**src/rtl/fpu_pkg.sv**
```systemverilog
`default_nettype none
// ============================================================================
//  Package     : fpu
//  Description : Types shared across the single-precision FP datapath: the
//                normalized pre-rounding result, rounding mode encodings and
//                the IEEE status flag set {nv,dz,of,uf,nx}.
//  Revision    : 1.0 - initial release
// ============================================================================
package fpu;

   typedef enum logic [2:0] {
      RM_RNE = 3'b000,
      RM_RTZ = 3'b001,
      RM_RDN = 3'b010,
      RM_RUP = 3'b011,
      RM_RMM = 3'b100
   } fpu_round_mode_t;

   // mantissa[23] is the hidden bit; guard = {G, R, S}
   typedef struct packed {
      logic            sign;
      logic [7:0]      exponent;
      logic [23:0]     mantissa;
      logic [2:0]      guard;
      logic            nan;
      logic            inf;
      logic            zero;
      fpu_round_mode_t mode;
   } fpu_result_t;

   typedef struct packed {
      logic nv;
      logic dz;
      logic of;
      logic uf;
      logic nx;
   } fpu_status_flags_t;

endpackage : fpu
`default_nettype wire

```
**src/rtl/fpu_round_pkg.sv**
```systemverilog
`default_nettype none
// ============================================================================
//  Package     : fpu_round
//  Description : Stage register layout and the two pure functions of the
//                rounding pipe: decide (increment/inexact/tiny) and apply
//                (mantissa increment, overflow and special-case packing).
//  Revision    : 1.0 - initial release
// ============================================================================
package fpu_round;
   import fpu::*;

   typedef struct packed {
      logic            sign;
      logic [7:0]      exponent;
      logic [23:0]     mantissa;
      logic            inc;
      logic            nx0;
      logic            tiny;
      logic            nan;
      logic            inf;
      fpu_round_mode_t mode;
   } fpu_round_s1_t;

   typedef struct packed {
      logic [31:0]       value;
      fpu_status_flags_t flags;
   } fpu_round_out_t;

   function automatic fpu_round_s1_t fpu_round_decide(input fpu_result_t r);
      fpu_round_s1_t s;
      logic          g;
      logic          rs;
      logic          nx0;
      logic          inc;
      g   = r.guard[2];
      rs  = |r.guard[1:0];
      nx0 = |r.guard;
      case (r.mode)
         RM_RTZ:  inc = 1'b0;
         RM_RDN:  inc = nx0 & r.sign;
         RM_RUP:  inc = nx0 & ~r.sign;
         RM_RMM:  inc = g;
         default: inc = g & (rs | r.mantissa[0]);  // RNE and unused encodings
      endcase
      s.sign     = r.sign;
      s.exponent = r.exponent;
      s.mantissa = r.mantissa;
      s.inc      = inc;
      s.nx0      = nx0;
      s.tiny     = (r.exponent == 8'h00);  // tininess judged before rounding
      s.nan      = r.nan;
      s.inf      = r.inf;
      s.mode     = r.mode;
      return s;
   endfunction

   function automatic fpu_round_out_t fpu_round_apply(input fpu_round_s1_t s,
                                                      input logic [31:0] canon_nan);
      fpu_round_out_t o;
      logic [24:0]    sum;
      logic [23:0]    m;
      logic [8:0]     exp9;
      logic [31:0]    inf_v;
      logic [31:0]    max_v;
      sum   = {1'b0, s.mantissa} + {24'd0, s.inc};
      m     = sum[24] ? 24'h800000 : sum[23:0];
      // 9-bit exponent so a carry out of 254/255 is seen rather than wrapped
      exp9  = {1'b0, s.exponent} + {8'd0, sum[24]};
      // Subnormal rounded up into the hidden bit becomes the smallest normal
      if (exp9 == 9'd0 && m[23]) begin
         exp9 = 9'd1;
      end
      inf_v = {s.sign, 8'hFF, 23'h000000};
      max_v = {s.sign, 8'hFE, 23'h7FFFFF};
      o     = '0;
      if (s.nan) begin
         o.value = canon_nan;
      end else if (s.inf) begin
         o.value = inf_v;
      end else if (exp9 >= 9'd255) begin
         o.flags.of = 1'b1;
         o.flags.nx = 1'b1;
         case (s.mode)
            RM_RTZ:  o.value = max_v;
            RM_RDN:  o.value = s.sign ? inf_v : max_v;
            RM_RUP:  o.value = s.sign ? max_v : inf_v;
            default: o.value = inf_v;
         endcase
      end else if (m == 24'd0) begin
         o.value    = {s.sign, 31'd0};
         o.flags.nx = s.nx0;
      end else begin
         o.value    = {s.sign, exp9[7:0], m[22:0]};
         o.flags.nx = s.nx0;
         o.flags.uf = s.tiny & s.nx0;
      end
      return o;
   endfunction

endpackage : fpu_round
`default_nettype wire

```
**src/rtl/fpu_round_pipe.sv**
```systemverilog
`default_nettype none
// ============================================================================
//  Module      : fpu_round_pipe
//  Description : Final rounding/packing stage of the binary32 datapath.
//                Stage 1 decides rounding, stage 2 applies it and holds the
//                packed result. Valid/ready on both sides, full throughput,
//                an opaque tag travels with each beat.
//  Ports       : clk, rst (sync, active high), flush (kills in-flight beats)
//                in_valid/in_ready/in_result/in_tag   upstream beat
//                out_valid/out_ready/out_value/out_flags/out_tag  result beat
//  Revision    : 1.0 - initial release
// ============================================================================
module fpu_round_pipe
   import fpu::*;
   import fpu_round::*;
#(
   parameter int          TAG_WIDTH     = 5,
   parameter logic [31:0] CANONICAL_NAN = 32'h7FC00000
) (
   input  logic                 clk,
   input  logic                 rst,
   input  logic                 flush,
   input  logic                 in_valid,
   output logic                 in_ready,
   input  fpu_result_t          in_result,
   input  logic [TAG_WIDTH-1:0] in_tag,
   output logic                 out_valid,
   input  logic                 out_ready,
   output logic [31:0]          out_value,
   output logic [4:0]           out_flags,
   output logic [TAG_WIDTH-1:0] out_tag
);

   logic                 s1_valid_q, s1_valid_d;
   fpu_round_s1_t        s1_data_q,  s1_data_d;
   logic [TAG_WIDTH-1:0] s1_tag_q,   s1_tag_d;
   logic                 s2_valid_q, s2_valid_d;
   fpu_round_out_t       s2_data_q,  s2_data_d;
   logic [TAG_WIDTH-1:0] s2_tag_q,   s2_tag_d;
   logic                 w_s2_adv;
   logic                 w_unused_zero;

   // The zero flag is informational; the result is derived from the fields.
   assign w_unused_zero = in_result.zero;

   assign w_s2_adv  = out_ready | ~s2_valid_q;
   assign in_ready  = ~rst & (~s1_valid_q | w_s2_adv);
   assign out_valid = s2_valid_q;
   assign out_value = s2_data_q.value;
   assign out_flags = s2_data_q.flags;
   assign out_tag   = s2_tag_q;

   always_comb begin
      s1_valid_d = s1_valid_q;
      s1_data_d  = s1_data_q;
      s1_tag_d   = s1_tag_q;
      s2_valid_d = s2_valid_q;
      s2_data_d  = s2_data_q;
      s2_tag_d   = s2_tag_q;
      if (w_s2_adv) begin
         s2_valid_d = s1_valid_q;
         if (s1_valid_q) begin
            s2_data_d = fpu_round_apply(s1_data_q, CANONICAL_NAN);
            s2_tag_d  = s1_tag_q;
         end
      end
      if (in_ready) begin
         s1_valid_d = in_valid;
         if (in_valid) begin
            s1_data_d = fpu_round_decide(in_result);
            s1_tag_d  = in_tag;
         end
      end
      // Flush also swallows a beat accepted in the same cycle.
      if (flush) begin
         s1_valid_d = 1'b0;
         s2_valid_d = 1'b0;
      end
   end

   always_ff @(posedge clk) begin
      if (rst) begin
         s1_valid_q <= 1'b0;
         s1_data_q  <= '0;
         s1_tag_q   <= '0;
         s2_valid_q <= 1'b0;
         s2_data_q  <= '0;
         s2_tag_q   <= '0;
      end else begin
         s1_valid_q <= s1_valid_d;
         s1_data_q  <= s1_data_d;
         s1_tag_q   <= s1_tag_d;
         s2_valid_q <= s2_valid_d;
         s2_data_q  <= s2_data_d;
         s2_tag_q   <= s2_tag_d;
      end
   end

endmodule : fpu_round_pipe
`default_nettype wire

```
**config.mk**
```make
export PLATFORM = sky130hd
export DESIGN_NAME = fpu_round_pipe
export DESIGN_NICKNAME = d
export VERILOG_FILES = /design/src/rtl/fpu_pkg.sv /design/src/rtl/fpu_round_pkg.sv /design/src/rtl/fpu_round_pipe.sv
export SDC_FILE = /design/constraint.sdc
export NUM_CORES = 1
export LEC_CHECK = 0
export CELL_PAD_IN_SITES_DETAIL_PLACEMENT = 1
export CELL_PAD_IN_SITES_GLOBAL_PLACEMENT = 1
export CORE_UTILIZATION = 37
export DETAILED_ROUTE_END_ITERATION = 10
export PLACE_DENSITY = 0.87
export SLEW_MARGIN = 15
export SYNTH_ARGS = -nofsm -noshare
export SYNTH_HDL_FRONTEND = slang
export SYNTH_SLANG_ARGS = --single-unit
```
**constraint.sdc**
```tcl
create_clock -name clk -period 5.45 [get_ports clk]
set_clock_uncertainty 0.1 [all_clocks]
set_input_delay 1.3625 -clock clk [delete_from_list [all_inputs] [get_ports clk]]
set_output_delay 1.3625 -clock clk [all_outputs]
set_load 0.02 [all_outputs]
```
Word level (Yosys, flattened, before mapping). Cells that the tools add are included.

$add $sub $neg: 2. $lt $le $gt $ge: 1. Equal/unequal tests: 7. Multiplexer cells: 18. Bitwise logic cells: 12. Reductions and logical operators: 9.

Operators by type and width (count): $mux W32 (5); $pmux W32 S3 (1); $mux W31 (1); $mux W9 (3); $add A24 B1 Y25 (1); $logic_not A24 Y1 (1); $mux W24 (1); $eq A3 B2 Y1 const B (4); $add A8 B1 Y9 (1); $ge A9 B8 Y1 const B (1); $logic_not A9 Y1 (1); $logic_not A8 Y1 (1); $eq A3 B1 Y1 const B (2); $mux W3 (2); $and A1 B1 Y1 (5); $mux W1 (4); $not A1 Y1 (4); $pmux W1 S4 (1); $reduce_and A2 Y1 (2); $reduce_or A2 Y1 (2); $eq A3 B3 Y1 const B (1); $or A1 B1 Y1 (3); $reduce_or A3 Y1 (1); $logic_and A1 B1 Y1 (1).

Register bits after elaboration: 88. Output and inout port bits: 44. Logic and storage cells: 66.

Depth between registers and ports, before layout. Gate-level depths: netlist (run 1).

Depth in word-level cells: 11. Mapped depth: 16.

Worst setup path after synthesis (run 1). OpenSTA, ideal clock, no wires.

Path type: register -> register. From: register s1_data_q[7] (netlist bit). To: register s2_data_q, in the netlist out_value[27]. Setup time: 0.140 ns. Data arrival time: 4.016 ns. Required time: 5.210 ns. Path slack: 1.193 ns. Cell stages (with the launch flop): 15. Period minus slack after synthesis: 4.257 ns. Path through: dfxtp_1 -> ha_1 -> ha_1 -> nand4_4 -> or4_4 -> nor4_2 -> buf_2 -> ha_1 -> ha_1 -> a31o_1 -> a32o_1 -> a31oi_1 -> nand2_1 -> nor4_4 -> a2111oi_0.

Word-level cells in the longest chain between the ends: 11.

Ends and longest elaborated chain: start, declared (line fpu_round_pipe.sv:35) `fpu_round_s1_t s1_data_q, s1_data_d;`; start signal, assigned (line fpu_round_pipe.sv:91) `s1_data_q <= s1_data_d;`; $add A24 B1 Y25 (*) (line fpu_round_pkg.sv:65) `sum = {1'b0, s.mantissa} + {24'd0, s.inc};`; $add A8 B1 Y9 (line fpu_round_pkg.sv:68) `exp9 = {1'b0, s.exponent} + {8'd0, sum[24]};`; $logic_not A9 Y1 (line fpu_round_pkg.sv:70) `if (exp9 == 9'd0 && m[23]) begin`; $logic_and A1 B1 Y1 (line fpu_round_pkg.sv:70); $mux W9 (line fpu_round_pkg.sv:70); $mux W9 (line fpu_round_pipe.sv:62) `if (s1_valid_q) begin`; $mux W9 (line fpu_round_pipe.sv:60) `if (w_s2_adv) begin`; $ge A9 B8 Y1 / $mux W31 (equally long branches) (line fpu_round_pkg.sv:80, fpu_round_pkg.sv:89); $mux W32 (*) (line fpu_round_pkg.sv:80) `end else if (exp9 >= 9'd255) begin`; $mux W32 (*) (line fpu_round_pkg.sv:78) `end else if (s.inf) begin`; $mux W32 (*) (line fpu_round_pkg.sv:76) `if (s.nan) begin`; end signal, assigned (line fpu_round_pipe.sv:94) `s2_data_q <= s2_data_d;`; end, declared (line fpu_round_pipe.sv:38) `fpu_round_out_t s2_data_q, s2_data_d;`.

Mark *: on every way between the ends. The rest lies on a longest branch, timed or not. The select of a mux whose other input is x is not followed. A chain may end at the register's enable or synchronous reset.

Worst setup path after layout (run 1).
From: register s1_data_q[7] (netlist bit). To: register s2_data_q, in the netlist out_value[2].

Word-level cells in the longest chain between the ends: 11.

Ends and longest elaborated chain (line): $add A24 B1 Y25 (*) (fpu_round_pkg.sv:65); $add A8 B1 Y9 (fpu_round_pkg.sv:68); $logic_not A9 Y1 (fpu_round_pkg.sv:70); $logic_and A1 B1 Y1 (fpu_round_pkg.sv:70); $mux W9 (fpu_round_pkg.sv:70); $mux W9 (fpu_round_pipe.sv:62); $mux W9 (fpu_round_pipe.sv:60); $ge A9 B8 Y1 (fpu_round_pkg.sv:80); $mux W32 (*) (fpu_round_pkg.sv:80); $mux W32 (*) (fpu_round_pkg.sv:78); $mux W32 (*) (fpu_round_pkg.sv:76).

Marked as above.

==> metrics.cfg, run 1 <==
[yosys]
synth_seq_cells = 88
avgSynthCellArea_um2 = 8.07
seq_area_frac_synth_pct = 39.4
synth_warnings = 0
synth_area_um2 = 4470
synthCells = 554
synth_cell_types = 59
synthArstFlopShare_pct = 0
synth_flop_cell = dfxtp_1
synth_edf_count = 0

[critical_path]
critPathCaptureType = register
r2r-start = s1_data_q[7]
cp-startpoint = s1_data_q[7]
worst-setup-path-type = reg -> reg
cp_max_fo = 23
crit_path_start_kind = register
critical_path_required_ns = 5.60
crit_arrival_ns = 4.92

[clocking]
cts_tree = built
clockBufferDepth = 2
insertion_delay_ns = 0.34
clk_pin_slew_ns = 0.07
cts-hold-fix-buffers = 0
cts_sinks = 88
htree_num_levels = 3
post_cts.repair.setup_buffers = 0
numCtsBuffers = 9
cts_resized = 0
cts-root-buf = clkbuf_16

[sta]
fmax_ghz = 0.210
tightest_slew_ns = 1.12
rsz0062_at_grt = false
setup_violations = 0
hold_viol = 0
worst_slack_ns = 0.682
relSlewSlack_pct = 25.5
period_needed_ns = 4.77
fin_crit_sh_pct = 87.5
report.final.slew_viol_count = 0
tns_ns = 0

[power_and_ir_drop]
p_per_area_nw_per_um2 = 276
internal_power_uw = 1170
clockPowerShare_pct = 43.2
ir_worst_vdd_v = 0.000129
swShare_pct = 25.5
pwr-share-comb_pct = 11.5
p_leak_uw = 0.00212
p_switching_uw = 401
p_seq_share_pct = 45.3

[grt]
gr-total-overflow = 0
grtUsageTotal_pct = 21.1
antenna_found_initial = 0
grt_max_degree = 92
grt_pass1_wl_um = 21200
grt_pass1_vias = 4268

[job]
cap_violations = 0

[floorplan]
rows = 39
initial_core_util_pct = 38.5
die_w_um = 112
fp.dieArea_um2 = 12500
die_h_um = 112
core_um2 = 11600
boundaryPins = 96

[cells_and_area]
final_cell_mix = nand2_1 (119), clkdlybuf4s50_1 (91), dfxtp_1 (88)
syn2layout_area_growth_pct = 27.3
drive_gt1_share_pct = 5.63
nets = 673
final_common_cell = nand2_1
nFillCells = 1426
diodes = 0

[run_status]
violations = design-rule violations
status = complete, but fails checks

[drt]
avgViaCountPerCell = 5.50
drt-pass1-iter-count = 11
wl_per_cell_um = 17.0
routed_wl_um = 13000
drt_iter0_drc = 182
post-route-drc-count = 7
via_count = 4205
postRouteAntennaNets = 0

[place]
gp_congestion = 0.835
hpwl_um = 9340
io_buffers = 92
dp_worst_setup_slack_ns = 0.716

[hold_path]
hold_path.class = reg -> reg
hp-start = out_flags[0]

registers in the layout, summed over array words and instances (netlist names):
signal / flops
s1_valid_q: 1
out_tag: 5
s1_data_q: 41
s1_tag_q: 5
out_valid: 1
out_value: 32
out_flags: 3
path summary, 6_finish.rpt:
check	cells after the start	slack, ns	endpoint
max reg2reg	14	0.68	out_value[2]
min	2	0.35	out_flags[0]
max	14	0.68	out_value[2]
min reg2reg	2	0.35	out_flags[0]
through the flow:
step	std cells	area (um^2)	power, uW	utilization (%)	hold slack [ns]
5_1_grt	765	5690	1640	49.0	0.378
3_5_place_dp	749	5360	907	46.2	0.348
4_1_cts	765	5690	1590	49.0	0.356
6_report	765	5690	1570	49.0	0.352
3_3_place_gp	749	5360	899	46.2	0.338
2_1_floorplan	555	4470	831	-	0.332
final cells by class:
type / instances / area [um^2] / share of cell area, %
inverters: 4 / 15.0 / 0.264
repair buffers: 98 / 961 / 16.9
flip-flops and latches: 88 / 1760 / 31.0
clock buffers: 9 / 225 / 3.96
well taps: 143 / 179 / 3.14
clock inverters: 7 / 103 / 1.80
multi-input cells: 416 / 2440 / 43.0
synth_stat cells (8+ instances only):
cell type,instances,area (um^2)
nor2_1,39,146
a22oi_1,15,113
o21ai_0,27,135
dfxtp_1,88,1760
nand3b_1,44,330
a21oi_1,21,105
nand2_1,119,447
clkbuf_1,26,97.6
nand3_1,14,70.1
xnor2_1,12,105
nor4_1,8,50.1
xor2_1,17,149
nor3_1,17,85.1
nand4_1,8,50.1
critical path, cell delays in order (launching register included):
cell,delay [ns]
dfxtp_1,0.35
ha_1,0.19
ha_1,0.34
nand4_4,0.20
or4_4,0.55
nor4_2,0.33
ha_1,0.28
ha_1,0.31
a31o_1,0.21
a32o_1,0.22
a31oi_1,0.18
buf_4,0.23
o21a_1,0.72
o21ai_0,0.23
a21oi_1,0.22
routing by layer:
layer  GRT usage, %  share of wire, %
met1           25.9                44
met2           37.7                51
met3           3.16               3.2
met4           6.58               1.3
met5              0                 0
cells by family (layout without fill, tap and decap cells):
logic type               after synthesis  count (layout)  synth area share [%]
XOR/XNOR                              29              29                  5.68
AO/OA/AOI/OAI                         99              99                  14.4
AND/OR/NAND/NOR                      281             281                  33.1
buffers and inverters                 51             118                  5.94
flip-flops                            88              88                  39.4
other                                  1               2                0.0839
adder cells (fa/ha/maj)                5               5                  1.34
power by group through the flow:
stage                     Combinational [uW]  Clock, uW  Sequential [uW]
after global routing                     198        721              716
after global placement                   176          0              724
final                                    181        678              712
after CTS                                183        693              712
after floorplan                          121          0              710
after detailed placement                 181          0              726
Note: power is estimated with default switching activity, not from simulation.
==> run 2, diff against run 1 <==
- PLACE_DENSITY: 0.87 -> not set
- PLACE_DENSITY_LB_ADDON: not set -> 0.1
- SLEW_MARGIN: 15 -> not set
==> metrics.cfg, run 2 (synthesized netlist as in run 1, its figures left out) <==
[run_status]
status = complete, but fails checks
violations = design-rule violations

[clocking]
cts-hold-fix-buffers = 0
cts_resized = 0
insertion_delay_ns = 0.35
post_cts.repair.setup_buffers = 0
cts-root-buf = clkbuf_16
clk_pin_slew_ns = 0.07
cts_sinks = 88
htree_num_levels = 3
numCtsBuffers = 9
clockBufferDepth = 2
cts_tree = built

[power_and_ir_drop]
p_leak_uw = 0.00212
p_per_area_nw_per_um2 = 277
ir_worst_vdd_v = 0.000131

[cells_and_area]
multiInputGateArea_um2 = 2440
design_area_um2 = 5680
final_common_cell = nand2_1
nFillCells = 1399
largest-register = s1_data_q
syn2layout_area_growth_pct = 27.2
regArea_um2 = 1760
drive_gt1_share_pct = 5.48
nets = 673
final_cell_mix = nand2_1 (119), clkdlybuf4s50_1 (91), dfxtp_1 (88)
finalNonFillerCells = 764
largest_register_ffs = 41
diodes = 0

[place]
dp_worst_setup_slack_ns = 0.669
io_buffers = 92
place_inst = 749
hpwl_um = 8920
gp_congestion = 0.827
dpl_cell_area_um2 = 5360

[critical_path]
crit_arrival_ns = 4.98
cp_max_fo = 23
critical_path_required_ns = 5.62
critPathCaptureType = register
crit_path_start_kind = register
worst-setup-path-type = reg -> reg

[floorplan]
boundaryPins = 96
core_um2 = 11600
die_h_um = 112
die_w_um = 112
rows = 39
initial_core_util_pct = 38.5
fp.dieArea_um2 = 12500

[drt]
postRouteAntennaNets = 0
via_count = 4200
avgViaCountPerCell = 5.50
drt_iter0_drc = 155
post-route-drc-count = 7
wl_per_cell_um = 17.3
routed_wl_um = 13200
drt-pass1-iter-count = 8

[sta]
period_needed_ns = 4.81
rsz0062_at_grt = false
tightest_slew_ns = 1.13
report.final.slew_viol_count = 0
setup_violations = 0
relSlewSlack_pct = 24.1
fmax_ghz = 0.208
hold_slack_ns = 0.357
fin_crit_sh_pct = 88.2
worst_slack_ns = 0.641
tns_ns = 0
hold_viol = 0

[grt]
met3_usage_pct = 4.14
gr-total-overflow = 0
grt_use_met2_pct = 37.7
met1_usage_pct = 26.9
grtUsageTotal_pct = 21.6
grt_max_degree = 92
grt_pass1_wl_um = 21500
gr-max-usage-layer = met2
antenna_found_initial = 0
grt_pass1_vias = 4271

[hold_path]
hold_path.class = reg -> reg

[job]
cap_violations = 0

run 2: cell types whose count changed in the layout (fill, tap and decap cells not counted), sizes merged:
cell      change
clkinv        -1
clkbuf        +1
clkinvlp      +1
inv           -2
run 2: layout make-up:
| cell class | instances | area share (%) |
|---|---|---|
| Timing Repair Buffer | 98 | 16.9 |
| Tap cell | 143 | 3.15 |
| Inverter | 4 | 0.264 |
| Clock buffer | 10 | 4.21 |
| Clock inverter | 5 | 1.43 |
| Multi-Input combinational cell | 416 | 43.0 |
| Sequential cell | 88 | 31.0 |
run 2: power by group:
group	switching, uW	internal (uW)	total, uW
clock	267	412	679
combinational	90.3	91.3	182
sequential	40.6	672	713
total	398	1180	1570
run 2: metrics by stage:
stage / util, % / power, uW
after detailed placement: 46.2 / 907
after CTS: 48.9 / 1590
after global placement: 46.2 / 902
final: 48.9 / 1570
after floorplan: - / 831
after global routing: 48.9 / 1630
run 2: worst max-delay path, cell delays in order (launching register included):
cell,delay (ns)
dfxtp_1,0.36
ha_1,0.19
ha_1,0.35
nand4_4,0.21
or4_4,0.56
nor4_2,0.36
ha_1,0.28
ha_1,0.32
a31o_1,0.20
a32o_1,0.21
a31oi_1,0.19
buf_4,0.24
o21a_1,0.72
o21ai_0,0.24
a21oi_1,0.19
run 2: worst paths after layout:
kind | start | slack [ns] | endpoint | depth (start not counted)
setup / recovery | s1_data_q[8] | 0.64 | out_value[6] | 14
hold / removal | out_value[31] | 0.36 | out_value[31] | 2
setup reg to reg | s1_data_q[8] | 0.64 | out_value[6] | 14
hold reg to reg | out_value[31] | 0.36 | out_value[31] | 2
run 2: layer usage:
layer	wire length [um]	vias up
li1	-	2062
met1	6060	2050
met2	6610	77
met3	438	11
met4	136	0
met5	0	-
==> run 3, diff against run 2 <==
- CORE_UTILIZATION: 37 -> 46
- DONT_BUFFER_PORTS: not set -> 1
==> metrics.cfg, run 3 (synthesized netlist as in run 1, its figures left out) <==
[cells_and_area]
diodes = 0
multiInputGateArea_um2 = 2450
final_common_cell = nand2_1
nFillCells = 1139
drive_gt1_share_pct = 6.43
utilization_pct = 50.0
largest_register_ffs = 41
regArea_um2 = 1760
nets = 580
largest-register = s1_data_q
finalNonFillerCells = 658
syn2layout_area_growth_pct = 4.37
final_cell_mix = nand2_1 (119), dfxtp_1 (88), nand3b_1 (44)

[place]
hpwl_um = 8180
place_inst = 642
gp_congestion = 0.880
io_buffers = 0

[clocking]
cts-hold-fix-buffers = 0
cts_tree = built
htree_num_levels = 3
cts-root-buf = clkbuf_8
cts_resized = 0
numCtsBuffers = 9
post_cts.repair.setup_buffers = 0
clk_pin_slew_ns = 0.10
cts_sinks = 88
insertion_delay_ns = 0.37
clockBufferDepth = 2

[critical_path]
critical_path_required_ns = 5.58
crit_arrival_ns = 5.03
crit_path_start_kind = register
cp_max_fo = 9
worst-setup-path-type = reg -> reg
critPathCaptureType = register

[drt]
post-route-drc-count = 0
routed_wl_um = 11800
via_count = 3837
drt_iter0_drc = 105
wl_per_cell_um = 17.9
postRouteAntennaNets = 0
avgViaCountPerCell = 5.83
drt-pass1-iter-count = 4

[sta]
fmax_ghz = 0.204
rsz0062_at_grt = false
setup_violations = 0
fin_crit_sh_pct = 90.0
tns_ns = 0
hold_viol = 0
report.final.slew_viol_count = 0
period_needed_ns = 4.91
relSlewSlack_pct = 26.5
tightest_slew_ns = 1.10
hold_slack_ns = 0.342

[grt]
gr-total-overflow = 0
antenna_found_initial = 0
grt_max_degree = 93
grt_pass1_wl_um = 19200
grtUsageTotal_pct = 24.1
grt_pass1_vias = 3800

[job]
cap_violations = 0

[hold_path]
hold_path.class = reg -> reg

[floorplan]
initial_core_util_pct = 47.9
fp.dieArea_um2 = 10100
die_h_um = 101
boundaryPins = 96
core_um2 = 9330
rows = 35
die_w_um = 101

[run_status]
status = complete, no violations

[power_and_ir_drop]
p_per_area_nw_per_um2 = 298
ir_worst_vdd_v = 0.000151
p_leak_uw = 0.00174

run 3: cell count changes in the layout (fill, tap and decap cells not counted), sizes merged:
cell / delta
bufinv: +1
clkinvlp: -1
clkdlybuf4s50: -91
buf: -2
clkbuf: -1
inv: +2
run 3: power by group:
part	switching [uW]	internal, uW
Clock	251	306
Sequential	46.9	671
Combinational	63.6	51.1
run 3: worst max-delay path, stage by stage (launching register included):
cell and delay, ns:
dfxtp_1 0.35, ha_1 0.18, ha_1 0.34, nand4_4 0.20, or4_4 0.55, nor4_2 0.35, ha_1 0.28, ha_1 0.30
a31o_1 0.20, a32o_1 0.22, a31oi_1 0.60, nand2_1 0.36, nor4_4 0.59, a2111oi_0 0.14
run 3: layout make-up:
| type | instances | area share (%) |
|---|---|---|
| clock buffers | 9 | 2.66 |
| clock inverters | 7 | 2.52 |
| inverters | 4 | 0.322 |
| multi-input cells | 416 | 52.5 |
| flip-flops and latches | 88 | 37.8 |
| well taps | 129 | 3.46 |
| repair buffers | 5 | 0.805 |
run 3: worst paths after layout:
check / cells after the start / endpoint / slack (ns) / startpoint
setup reg to reg: 13 / out_value[28] / 0.54 / s1_data_q[7]
hold / removal: 2 / out_tag[0] / 0.34 / s1_tag_q[0]
hold reg to reg: 2 / out_tag[0] / 0.34 / s1_tag_q[0]
setup / recovery: 13 / out_value[28] / 0.54 / s1_data_q[7]
run 3: metal layers:
metal | vias to the layer above | part of all wire, % | routed length, um | GRT usage (%)
li1 | 1870 | - | - | -
met1 | 1882 | 45 | 5360 | 31.3
met2 | 71 | 49 | 5810 | 40.8
met3 | 14 | 3.9 | 461 | 4.30
met4 | 0 | 1.3 | 156 | 7.13
met5 | - | 0 | 0 | 0
run 3: metrics by stage:
stage	power (uW)	setup WS (ns)	area, um^2
finish	1390	0.543	4660
detailed placement	848	0.567	4420
global placement	843	0.729	4420
CTS	1400	0.540	4660
global route	1450	0.199	4660
floorplan	831	1.19	4470
